File: config.mk
export PLATFORM = sky130hd
export DESIGN_NAME = button_debounce
export DESIGN_NICKNAME = d
export VERILOG_FILES = /design/src/rtl/button_debounce.sv
export SDC_FILE = /design/constraint.sdc
export NUM_CORES = 1
export LEC_CHECK = 0
export BUFFER_PORTS_ARGS = -buffer_cell sky130_fd_sc_hd__buf_4
export CAP_MARGIN = 20
export CORE_ASPECT_RATIO = 1.25
export CORE_UTILIZATION = 55
export CTS_CLUSTER_DIAMETER = 30
export CTS_CLUSTER_SIZE = 24
export DETAILED_ROUTE_END_ITERATION = 12
export HOLD_SLACK_MARGIN = 0.05
export PLACE_DENSITY_LB_ADDON = 0.3
export SYNTH_ARGS = -nofsm -noshare
export SYNTH_HDL_FRONTEND = slang
export SYNTH_SLANG_ARGS = --single-unit
File: constraint.sdc
create_clock -name clk -period 3.19 [get_ports clk]
set_clock_uncertainty 0.1 [all_clocks]
set_input_delay 0.638 -clock clk [delete_from_list [all_inputs] [get_ports clk]]
set_output_delay 0.638 -clock clk [all_outputs]
set_load 0.005 [all_outputs]
File: src/rtl/button_debounce.sv
// Synchronises and debounces one raw push-button into a clean level flag.
// Optional long-press strobe is built only when BUTTON_DEBOUNCE_LONGPRESS_EN is defined.
module button_debounce #(
  parameter int DEBOUNCE_CYCLES = 250000,
  parameter int LONG_CYCLES     = 25000000,
  parameter int CNT_W           = 25
) (
  input  logic clk,
  input  logic rst,
  input  logic btn_in,
  output logic flag,
  output logic long_press
);

  typedef enum logic [1:0] {
    IDLE         = 2'd0,
    PRESS_WAIT   = 2'd1,
    PRESSED      = 2'd2,
    RELEASE_WAIT = 2'd3
  } state_t;

  localparam longint MAX_CYCLES = (DEBOUNCE_CYCLES > LONG_CYCLES) ? DEBOUNCE_CYCLES : LONG_CYCLES;
  localparam logic [CNT_W-1:0] DEB_LAST = CNT_W'(DEBOUNCE_CYCLES - 1);

  // Both counters rely on the terminal compare firing before they could wrap.
  if ((DEBOUNCE_CYCLES < 2) || (LONG_CYCLES < 2) ||
      (MAX_CYCLES - 1 >= (longint'(1) << CNT_W))) begin : g_param_check
    $error("button_debounce: illegal DEBOUNCE_CYCLES/LONG_CYCLES/CNT_W combination");
  end

  logic             r_s1;
  logic             r_btn_s;
  state_t           r_state;
  logic [CNT_W-1:0] r_cnt;
  logic             r_flag;

  state_t           w_next_state;
  logic [CNT_W-1:0] w_cnt_next;
  logic             w_flag_next;

  // NOTE: sequential state always uses non-blocking assignments so every flop
  // samples the pre-edge value of its neighbours (the synchroniser depends on it).
  always_ff @(posedge clk or posedge rst) begin
    if (rst) begin
      r_s1    <= 1'b0;
      r_btn_s <= 1'b0;
      r_state <= IDLE;
      r_cnt   <= '0;
      r_flag  <= 1'b0;
    end else begin
      r_s1    <= btn_in;
      r_btn_s <= r_s1;
      r_state <= w_next_state;
      r_cnt   <= w_cnt_next;
      r_flag  <= w_flag_next;
    end
  end

  // NOTE: every output of this block gets a default first, so no path can infer a latch.
  always_comb begin
    w_next_state = r_state;
    w_cnt_next   = r_cnt;
    case (r_state)
      IDLE: begin
        if (r_btn_s) begin
          w_next_state = PRESS_WAIT;
          w_cnt_next   = '0;
        end
      end
      PRESS_WAIT: begin
        if (!r_btn_s)               w_next_state = IDLE;
        else if (r_cnt == DEB_LAST) w_next_state = PRESSED;
        else                        w_cnt_next   = r_cnt + CNT_W'(1);
      end
      PRESSED: begin
        if (!r_btn_s) begin
          w_next_state = RELEASE_WAIT;
          w_cnt_next   = '0;
        end
      end
      RELEASE_WAIT: begin
        if (r_btn_s)                w_next_state = PRESSED;
        else if (r_cnt == DEB_LAST) w_next_state = IDLE;
        else                        w_cnt_next   = r_cnt + CNT_W'(1);
      end
      default: begin
        w_next_state = IDLE;
        w_cnt_next   = '0;
      end
    endcase
    // Decoding the next state keeps flag aligned with the state register.
    w_flag_next = (w_next_state == PRESSED) || (w_next_state == RELEASE_WAIT);
  end

  assign flag = r_flag;

`ifdef BUTTON_DEBOUNCE_LONGPRESS_EN
  localparam logic [CNT_W-1:0] LONG_LAST = CNT_W'(LONG_CYCLES - 1);

  logic [CNT_W-1:0] r_hold;
  logic             r_long_done;
  logic             r_long_press;

  always_ff @(posedge clk or posedge rst) begin
    if (rst) begin
      r_hold       <= '0;
      r_long_done  <= 1'b0;
      r_long_press <= 1'b0;
    end else begin
      r_long_press <= 1'b0;
      if ((r_state == PRESS_WAIT) && (w_next_state == PRESSED)) begin
        r_hold      <= '0;
        r_long_done <= 1'b0;
      end else if (r_state == PRESSED) begin
        // Hold saturates at its terminal value; r_long_done stops a second strobe.
        if (r_hold != LONG_LAST) begin
          r_hold <= r_hold + CNT_W'(1);
        end else if (!r_long_done) begin
          r_long_press <= 1'b1;
          r_long_done  <= 1'b1;
        end
      end
    end
  end

  assign long_press = r_long_press;
`else
  assign long_press = 1'b0;
`endif

endmodule
# Word level (Yosys, flattened, before mapping)
# Index checks and enable logic that the tools add are counted.
[totals]
output_inout_bits = 2
ff_bits = 30
input_bits = 3
elab_cells = 32
[op_classes]
muxes = 13
n_eq_ne = 10
n_addsub = 1
reduce_logical = 3
[op_table]
columns = ["operator", "count"]
rows = [
  ["$mux W25", 5],
  ["$pmux W25 S4", 1],
  ["$add A25 B1 Y25 const B", 1],
  ["$eq A25 B18 Y1 const B", 1],
  ["$mux W2", 6],
  ["$eq A2 B2 Y1 const B", 4],
  ["$ne A2 B2 Y1 const B", 4],
  ["$pmux W2 S4", 1],
  ["$reduce_and A4 Y1", 1],
  ["$eq A2 B1 Y1 const B", 1],
  ["$logic_not A2 Y1", 1],
  ["$logic_or A1 B1 Y1", 1],
]

# Depth between registers and ports, before layout
[logic_depth]
ltp_word = 6
mapped_depth = 7
mapped_depth_nobuf = 7

# Least setup slack after synthesis
# Ideal clock, no wire load.
[synth_timing]
path_kind = "reg2reg"
startpoint = "reg r_cnt[0]"
endpoint = "reg r_cnt[19]"
required_time_ns = 2.962
stages_incl_launch_ff = 8
arrival_ns = 1.788
path_slack_ns = 1.174
setup_ns = 0.128
synth_period_minus_slack_ns = 2.016
path_buffers = 2
cell_sequence = "dfrtp_1 ha_1 nand3_1 nor4_1 a21o_1 buf_6 buf_6 o31ai_1"
[synth_between]
elab_chain_len = 4
word_cells_on_any_way = 6
classes_between = "add/sub (1); eq/ne (1); mux (4)"
[synth_lines]
columns = ["item", "line_no", "source"]
rows = [
  ["start, declared", "34", "logic [CNT_W-1:0] r_cnt;"],
  ["start signal, assigned", "54", "r_cnt <= w_cnt_next;"],
  ["$add A25 B1 Y25 / $eq A25 B18 Y1 (equally long branches)", "-", ""],
  ["$mux W25 *", "72, 83", ""],
  ["$mux W25 (on tied branches)", "82, 71", ""],
  ["$pmux W25 S4 *", "63", "case (r_state)"],
]
# Every way passes the cells marked *; elsewhere a longest branch is shown, timed or not. The select of a mux whose other input is x is not followed.
# A chain may end at the register's enable or synchronous reset.

# Final worst setup path
[layout_timing]
startpoint = "reg r_cnt[0]"
endpoint = "reg r_cnt[23]"
# Same word-level chain as after synthesis.

==> metrics.cfg <==
[outcome]
outcome = finished clean

[synthesis]
async_reset_ff_frac = 1.00
syn_inst = 176
syn-mean-instance-area_um2 = 9.36
seq_area_frac_synth = 0.440
ys.flop_type = dfrtp_1
synth_warnings = 0
synth_edf_count = 0
syn_area_um2 = 1650
synth_cell_types = 39
synthesis.nets = 180
ys_ff_latch = 29

[power_and_ir_drop]
p_seq_frac = 0.581
p_sw_uw = 165
internal_power_uw = 494
sw_frac_of_total = 0.251
ir_worst_vdd_mv = 0.320
combPwrFrac = 0.072
pwr-share-clk = 0.347
p_leak_uw = 0.000720
p_per_area_nw_per_um2 = 383

[sta]
fmax_mhz = 384
tns_ns = 0
hold_viol_final = 0
setup_viol = 0
worst_pin_slew_ns = 0.769
min_period_ns = 2.60
rsz0062_at_grt = no
drv_slew = 0
finalCritPeriodShare = 0.815
max_slew_margin = 0.483
setup_slack_ns = 0.589

[routing]
first_pass_iters = 4
viasPerCell = 6.50
wirelength_mm = 3.54
drc = 0
ant_nets = 0
vias = 1378
drt_iter0_drc = 54
post_drt_wl_per_cell_um = 16.7

[critical_path]
cpMaxStageDelayCell = nor4_1
cp.required_ns = 3.32
cp-start-kind = flip-flop
crit_arrival_ns = 2.73
endpoint_kind = flip-flop
critPathBufInv = 0
critPathMaxFanout = 18
worst-setup-path-type = reg -> reg
cp_top_family = simple AND/OR/NAND/NOR gates
worst_path_largest_cell_delay_ns = 0.61
cp_cell_sequence = ha_1, nand3_1, nor4_1, a21o_1, or3_1, o21ai_1

[floorplanning]
ios = 5
die_h_um = 63.2
die_area_um2 = 3220
coreArea_um2 = 2760
initial_core_util = 0.597
die_x_um = 51.0
rows = 21

[placed_design]
numPortBuffers = 3
dpl.hpwl_mm = 2.32
pre_cts_slack_ns = 0.684
gpl.final_weighted_congestion = 0.909

[global_route]
grt_pass1_vias = 1287
antenna_found_initial = 0
grt_max_degree = 30
grt-ovfl-total = 0
grt_pass1_wl_mm = 6.10
track_usage = 0.258

[cts]
cts_sinks = 29
hold_buffers = 0
cts-resized-gates = 0
clk_latency_ns = 0.34
cts.path.max_buffers = 2
cts_setup_buffers = 0
htreeDepth = 2
clockRootBuffer = clkbuf_4
cts_buffers = 5
cts_tree = done
clk_pin_slew_ns = 0.08

[cells_and_area]
nNetsFinal = 182
n_antenna_cell = 0
fillCellCount = 229
drive_gt1_frac = 0.107
areaGrowthSynthToFinish_pct = 4.33

[job]
max_cap_violations = 0

[worst_hold_path]
hp-class = in -> async

## metal layers
layer,GRT usage,vias up,part of all wire
li1,-,669,-
met2,0.385,35,0.48
met1,0.341,664,0.45
met4,0.128,0,0.024
met3,0.0676,10,0.046
met5,0,-,0
## final timing paths
check	endpoint	slack, ns	cells after the start	startpoint
max reg2reg	r_cnt[23]	0.59	6	r_cnt[0]
min	r_btn_s	0.17	2	rst
min reg2reg	r_btn_s	0.27	0	r_s1
max in group asynchronous	r_cnt[23]	2.40	3	rst
max	r_cnt[23]	0.59	6	r_cnt[0]
min in group clk	r_btn_s	0.27	0	r_s1
## layout make-up
cell class / count / area [µm²] / share of cell area
Multi-Input combinational cell: 132 / 820 / 0.477
Sequential cell: 29 / 726 / 0.422
Timing Repair Buffer: 5 / 57.6 / 0.0335
Clock buffer: 7 / 55.1 / 0.0320
Tap cell: 34 / 42.5 / 0.0247
Inverter: 5 / 18.8 / 0.0109
## stage by stage
stage | instance area, µm² | total power, µW | std cells | util | hold slack [ns]
after floorplan | 1650 | 426 | 176 | - | 0.231
after global placement | 1640 | 431 | 204 | 0.593 | 0.240
after detailed placement | 1640 | 433 | 204 | 0.593 | 0.264
after CTS | 1690 | 664 | 211 | 0.613 | 0.284
after global routing | 1720 | 688 | 212 | 0.623 | 0.190
final | 1720 | 659 | 212 | 0.623 | 0.169
## cell usage after synthesis (5+ instances only)
library cell	n	area share
dfrtp_1	29	0.44
o21ai_1	25	0.076
o31ai_1	14	0.064
nand3_1	13	0.039
nand2_1	12	0.027
nor2_1	11	0.025
a21oi_1	8	0.024
nand4_1	6	0.023
a31oi_1	5	0.019
buf_6	5	0.034
## cells in the final DEF (no fill, tap or decap), types with 4 or more instances in the layout
master	n
buf_4	4
o31ai_1	14
nand2_1	12
o21ai_1	25
a31oi_1	5
dfrtp_1	29
clkbuf_4	5
nand3_1	13
nor2_1	11
a21oi_1	8
nand4_1	6
## state kept, by name, indices dropped and copies added, names as in the netlist
name,flops
r_state,1
r_cnt,25
r_s1,1
r_btn_s,1
flag,1
## power groups by stage
stage                     clock network [µW]  logic, µW  registers (µW)
after floorplan                            0       39.7             386
after CTS                                237       44.0             383
after global placement                     0       41.9             389
after global routing                     251       53.1             384
final                                    229       47.4             382
after detailed placement                   0       43.5             390
## cells by family after synthesis
| kind of cell | count (synthesis) | synth area share |
|---|---|---|
| AO/OA/AOI/OAI | 60 | 0.221 |
| other | 1 | 0.00228 |
| adder cells (fa/ha/maj) | 1 | 0.00759 |
| XOR/XNOR | 1 | 0.00532 |
| flip-flops | 29 | 0.440 |
| multiplexers | 1 | 0.00683 |
| buffers and inverters | 15 | 0.0623 |
| AND/OR/NAND/NOR | 68 | 0.254 |
No activity file was read; power rests on OpenSTA's default activity.
